File: src/rtl/mem_bus_pkg.sv
// Shared types and helpers for the L1 memory bus arbiter.
package mem_bus_pkg;

  localparam int unsigned DEFAULT_WORDSIZE     = 32;
  localparam int unsigned DEFAULT_WORDSPERLINE = 2;

  typedef logic [DEFAULT_WORDSPERLINE-1:0][DEFAULT_WORDSIZE-1:0] line_t;

  typedef enum logic [1:0] {
    IDLE,
    REQ,
    WAIT,
    DONE
  } bus_state_t;

  // Clear the byte-offset-within-line bits of an address.
  function automatic logic [63:0] line_align(input logic [63:0] addr,
                                             input int unsigned off_bits);
    logic [63:0] mask;
    mask = (64'd1 << off_bits) - 64'd1;
    return addr & ~mask;
  endfunction

endpackage

File: src/rtl/rr_arbiter.sv
// Combinational round-robin arbiter: search starts just after the last
// grant and wraps; output is one-hot (or zero when nothing requests).
module rr_arbiter #(
  parameter int unsigned N     = 2,
  parameter int unsigned PTR_W = 1
) (
  input  logic [N-1:0]     req,
  input  logic [PTR_W-1:0] last,
  output logic [N-1:0]     grant
);

  logic [PTR_W-1:0] idx;

  // Walk offsets from farthest to nearest so the nearest requester wins.
  always_comb begin
    grant = '0;
    idx   = '0;
    for (int unsigned off = N; off >= 1; off--) begin
      idx = PTR_W'((32'(last) + off) % N);
      if (req[idx]) begin
        grant      = '0;
        grant[idx] = 1'b1;
      end
    end
  end

endmodule

File: src/rtl/l1_mem_bus_arbiter.sv
// Round-robin front end serialising N_PORTS L1 cache line requests onto a
// single memory port, with write snoop broadcast.
// Optional: define MEM_TIMEOUT_EN for a WAIT-state watchdog (resp_err).
module l1_mem_bus_arbiter
  import mem_bus_pkg::*;
#(
  parameter int unsigned N_PORTS        = 2,
  parameter int unsigned ADDRESS_BITS   = 32,
  parameter int unsigned WORDSIZE       = DEFAULT_WORDSIZE,
  parameter int unsigned WORDSPERLINE   = DEFAULT_WORDSPERLINE,
  parameter int unsigned TIMEOUT_CYCLES = 64
) (
  input  logic                                   clock,
  input  logic                                   reset,
  input  logic [N_PORTS*ADDRESS_BITS-1:0]        cache2mem_addr,
  input  logic [N_PORTS*WORDSPERLINE*WORDSIZE-1:0] cache2mem_data,
  input  logic [N_PORTS-1:0]                     cache2mem_we,
  input  logic [N_PORTS-1:0]                     cache2mem_re,
  output logic [WORDSPERLINE*WORDSIZE-1:0]       mem2cache_data,
  output logic [N_PORTS-1:0]                     mem2cache_ready,
  output logic [N_PORTS-1:0]                     granted,
  output logic [ADDRESS_BITS-1:0]                snoop_addr,
  output logic                                   snoop_we,
  output logic [N_PORTS-1:0]                     snoop_src,
  output logic [ADDRESS_BITS-1:0]                mem_addr,
  output logic [WORDSPERLINE*WORDSIZE-1:0]       mem_wdata,
  output logic                                   mem_we,
  output logic                                   mem_re,
  input  logic [WORDSPERLINE*WORDSIZE-1:0]       mem_rdata,
  input  logic                                   mem_ready,
  output logic [N_PORTS-1:0]                     resp_err
);

  localparam int unsigned LINE_W   = WORDSPERLINE * WORDSIZE;
  localparam int unsigned PTR_W    = (N_PORTS > 1) ? $clog2(N_PORTS) : 1;
  localparam int unsigned OFF_BITS = $clog2(LINE_W / 8);
  localparam logic [PTR_W-1:0] LAST_RESET = PTR_W'(N_PORTS - 1);

  bus_state_t              state_q, state_d;
  logic [N_PORTS-1:0]      req, arb_grant, granted_q;
  logic [PTR_W-1:0]        last_q, gidx;
  logic [ADDRESS_BITS-1:0] addr_q, sel_addr;
  logic [LINE_W-1:0]       data_q, sel_data, resp_q;
  logic                    op_we_q, sel_we, active, timeout_hit;

  assign req = cache2mem_re | cache2mem_we;

  rr_arbiter #(.N(N_PORTS), .PTR_W(PTR_W)) u_arb (
    .req   (req),
    .last  (last_q),
    .grant (arb_grant)
  );

  // Select the winning port's request; write wins when both re and we are set.
  always_comb begin
    sel_addr = '0;
    sel_data = '0;
    sel_we   = 1'b0;
    for (int unsigned i = 0; i < N_PORTS; i++) begin
      if (arb_grant[i]) begin
        sel_addr = cache2mem_addr[i*ADDRESS_BITS +: ADDRESS_BITS];
        sel_data = cache2mem_data[i*LINE_W +: LINE_W];
        sel_we   = cache2mem_we[i];
      end
    end
  end

  // Encode the current owner for the round-robin pointer.
  always_comb begin
    gidx = '0;
    for (int unsigned i = 0; i < N_PORTS; i++) begin
      if (granted_q[i]) gidx = PTR_W'(i);
    end
  end

`ifdef MEM_TIMEOUT_EN
  localparam int unsigned CNT_W = $clog2(TIMEOUT_CYCLES + 1);
  logic [CNT_W-1:0] wait_cnt_q;
  logic             timed_out_q;

  assign timeout_hit = (state_q == WAIT) && !mem_ready &&
                       (wait_cnt_q == CNT_W'(TIMEOUT_CYCLES - 1));

  // Watchdog: counts WAIT cycles; cleared while idle so each grant starts fresh.
  always_ff @(posedge clock or negedge reset) begin
    if (!reset) begin
      wait_cnt_q  <= '0;
      timed_out_q <= 1'b0;
    end else begin
      case (state_q)
        IDLE: begin
          wait_cnt_q  <= '0;
          timed_out_q <= 1'b0;
        end
        WAIT: begin
          if (timeout_hit)     timed_out_q <= 1'b1;
          else if (!mem_ready) wait_cnt_q  <= wait_cnt_q + 1'b1;
        end
        default: ;
      endcase
    end
  end

  assign resp_err = (state_q == DONE && timed_out_q) ? granted_q : '0;
`else
  logic timeout_unused;
  assign timeout_unused = (TIMEOUT_CYCLES != 0);
  assign timeout_hit    = 1'b0;
  assign resp_err       = '0;
`endif

  // Next-state logic.
  always_comb begin
    state_d = state_q;
    case (state_q)
      IDLE:    if (|arb_grant) state_d = REQ;
      REQ:     state_d = mem_ready ? DONE : WAIT;
      WAIT:    if (mem_ready || timeout_hit) state_d = DONE;
      DONE:    state_d = IDLE;
      default: state_d = IDLE;
    endcase
  end

  // State register plus request latch, response capture and RR pointer.
  always_ff @(posedge clock or negedge reset) begin
    if (!reset) begin
      state_q   <= IDLE;
      granted_q <= '0;
      last_q    <= LAST_RESET;
      addr_q    <= '0;
      data_q    <= '0;
      op_we_q   <= 1'b0;
      resp_q    <= '0;
    end else begin
      state_q <= state_d;
      case (state_q)
        IDLE: begin
          if (|arb_grant) begin
            granted_q <= arb_grant;
            addr_q    <= sel_addr;
            data_q    <= sel_data;
            op_we_q   <= sel_we;
          end
        end
        REQ, WAIT: begin
          if (mem_ready)        resp_q <= op_we_q ? data_q : mem_rdata;
          else if (timeout_hit) resp_q <= '0;
        end
        DONE: begin
          granted_q <= '0;
          last_q    <= gidx;
        end
        default: ;
      endcase
    end
  end

  assign active          = (state_q == REQ) || (state_q == WAIT);
  assign granted         = granted_q;
  assign mem_addr        = active ? addr_q : '0;
  assign mem_wdata       = active ? data_q : '0;
  assign mem_we          = active && op_we_q;
  assign mem_re          = active && !op_we_q;
  assign snoop_we        = (state_q == REQ) && op_we_q;
  assign snoop_addr      = snoop_we ? ADDRESS_BITS'(line_align(64'(addr_q), OFF_BITS)) : '0;
  assign snoop_src       = snoop_we ? granted_q : '0;
  assign mem2cache_ready = (state_q == DONE) ? granted_q : '0;
  assign mem2cache_data  = (state_q == DONE) ? resp_q : '0;

endmodule
File: config.mk
export PLATFORM = sky130hd
export DESIGN_NAME = l1_mem_bus_arbiter
export DESIGN_NICKNAME = d
export VERILOG_FILES = /design/src/rtl/mem_bus_pkg.sv /design/src/rtl/rr_arbiter.sv /design/src/rtl/l1_mem_bus_arbiter.sv
export SDC_FILE = /design/constraint.sdc
export NUM_CORES = 1
export LEC_CHECK = 0
export CAP_MARGIN = 0
export CORE_AREA = 2 2 183 185
export DETAILED_ROUTE_END_ITERATION = 8
export DIE_AREA = 0 0 185 187
export SLEW_MARGIN = 10
export SYNTH_ARGS = -nofsm -noshare
export SYNTH_HDL_FRONTEND = slang
export SYNTH_SLANG_ARGS = --single-unit
File: constraint.sdc
create_clock -name clock -period 2.6 [get_ports clock]
set_input_delay 0.26 -clock clock [delete_from_list [all_inputs] [get_ports clock]]
set_output_delay 0.26 -clock clock [all_outputs]
set_load 0.1 [all_outputs]
==> metrics.cfg <==
[placed_design]
io_buffers = 460
dpl.hpwl_mm = 24.7
place_congestion = 0.771
dpl-instance-area_sq_um = 15500
place_ws_ps = 317

[detailed_routing]
vias_per_cell = 4.73
wl_per_cell_um = 19.5
first_pass_iters = 9
drtAntennaViolNets = 0
dr.first_iter.drc_count = 790
vias = 8275
route.detailed.drc = 0
drt-total-wl_mm = 34.0

[setup_path]
critPathKind = reg -> out
cp_slowest_stage_delay_ps = 430
cp_num_buf_inv = 3
crit_path_end_kind = output pin
required_ps = 2340
critPathTopFamily = buffers and inverters
crit_chain = inv_1, ha_2, buf_4, and2_1, buf_12
start_kind = flip-flop
crit_arrival_ps = 2170
worst_path_max_delay_cell = dfrtp_1
crit_fanout = 22

[clock_network]
cts.sink_count = 166
clkLatencyLatePin_ps = 420
clkTransAtPathRegs_ps = 70
ctsLongestPathBuffers = 2
post_cts_resized = 0
htreeDepth = 4
ctsHoldBuffers = 1
cts_buffers = 17
post_cts_buffers = 0
cts-root-buf = clkbuf_16
cts_tree = done

[synth]
ys_warn_count = 0
ys_seq_elements = 166
synth_enable_flop_cells = 0
ys_async_sr_fraction = 1.00
synthCells = 866
yosysSeqAreaShare = 0.486
synth_cell_type_count = 30
synth_area_sq_um = 8550
ys_top_cells_by_area = dfrtp_1, and2_1, a222oi_1
synth_top_area_cell = dfrtp_1
synth.avg_cell_area_sq_um = 9.87
ys.flop_type = dfrtp_1
yosysTopAreaCellShare = 0.483

[run_status]
status = finished clean

[die]
rows = 67
initial_utilization = 0.260
die_area_sq_um = 34600
pin_count = 466
design.core.area_sq_um = 32900
dieHeight_um = 187
die_x_um = 185

[layout]
layout_common_cells = clkdlybuf4s50_1, buf_12, and2_1, dfrtp_1, inv_1
drive_above_1_share = 0.200
mostFrequentLayoutCell = clkdlybuf4s50_1
area_delta_synth_final_pct = 88.8
fin_nets = 1556
postLayoutCellArea_sq_um = 16100

[sta]
finalSetupTns_ps = 0
hold_viol = 0
max_freq_mhz = 411
fin_worst_skew_ps = 15.1
min_period_ps = 2430
fin_crit_sh = 0.935
maxSlewHeadroom = 0.635
rsz0062_at_grt = false
worst_pin_slew_ps = 546
setup_slack_ps = 169
slew_viol_final = 0
setup_viol = 0
holdWs_ps = 345

[global_routing]
overflow = 0
grt_max_degree = 79
grt_pass1_wl_mm = 51.4
track_usage = 0.194
grt_pass1_vias = 8726
antenna_found_initial = 0

[min_path]
hp-class = in -> async

[run]
cap_viol_max_count = 0

## synth_stat cells (2+ instances only)
master      n
buf_6       3
buf_4       7
buf_1       8
dfrtp_1   165
nand2_1     5
and3_1     31
inv_1     100
buf_2      12
nor2_1     65
o21ai_0     4
mux2i_1    64
and2_1    165
ha_1        5
a21oi_1    68
mux2_2      2
clkbuf_1   53
a222oi_1   96
## worst reg2reg max path, delay by kind of cell, from the launching register on
kind	cells	cell delay, ps
compound gates	2	510
simple gates	1	500
flops	1	440
buf+inv	2	280
fa+ha+maj	1	270
## sequential cells by signal (all words and copies together) (netlist names)
| signal | count |
|---|---|
| data_q | 64 |
| resp_q | 64 |
| addr_q | 32 |
| granted | 2 |
| state_q | 2 |
| last_q | 1 |
| op_we_q | 1 |
## layer usage
metal,wire (um),vias up,global-route usage
met3,3180,29,0.0619
li1,-,3875,-
met2,17400,384,0.348
met4,617,0,0.0519
met1,12900,3987,0.220
met5,0,-,0
## metrics by stage
stage           util  instances
6_report       0.491       1749
5_1_grt        0.491       1748
4_1_cts        0.491       1748
3_5_place_dp   0.472       1716
3_3_place_gp   0.472       1716
2_1_floorplan      -        870
## cell type report
type / instances / area (sq um)
Antenna cell: 1 / 2.50
Clock buffer: 20 / 437
Clock inverter: 11 / 198
Fill cell: 2989 / 16700
Inverter: 100 / 375
Multi-Input combinational cell: 521 / 3690
Sequential cell: 166 / 4160
Tap cell: 448 / 561
Timing Repair Buffer: 482 / 6720
## cell families (layout without fill, tap and decap cells)
family	Yosys count	count (layout)	share of synthesized area
AND/OR/NAND/NOR	272	272	0.180
buffers and inverters	183	613	0.0878
AO/OA/AOI/OAI	173	173	0.161
flip-flops	166	166	0.486
multiplexers	66	66	0.0776
adder cells (fa/ha/maj)	5	5	0.00732
other	1	6	0.000439
## final timing paths
path	from	to	slack, ps	cells past startpoint
worst max-delay path	state_q[0]	mem_wdata[18]	170	5
worst min-delay path	reset	addr_q[10]	340	2
worst max register to register	state_q[0]	state_q[0]	490	6
worst min register to register	addr_q[2]	addr_q[2]	500	2
max in group asynchronous	reset	data_q[23]	1460	3
min in group clock	cache2mem_addr[37]	addr_q[5]	450	3
Power is left out: the tool's default activity adds up to more than one toggle a clock period on the data nets, which glitch-free logic cannot reach.
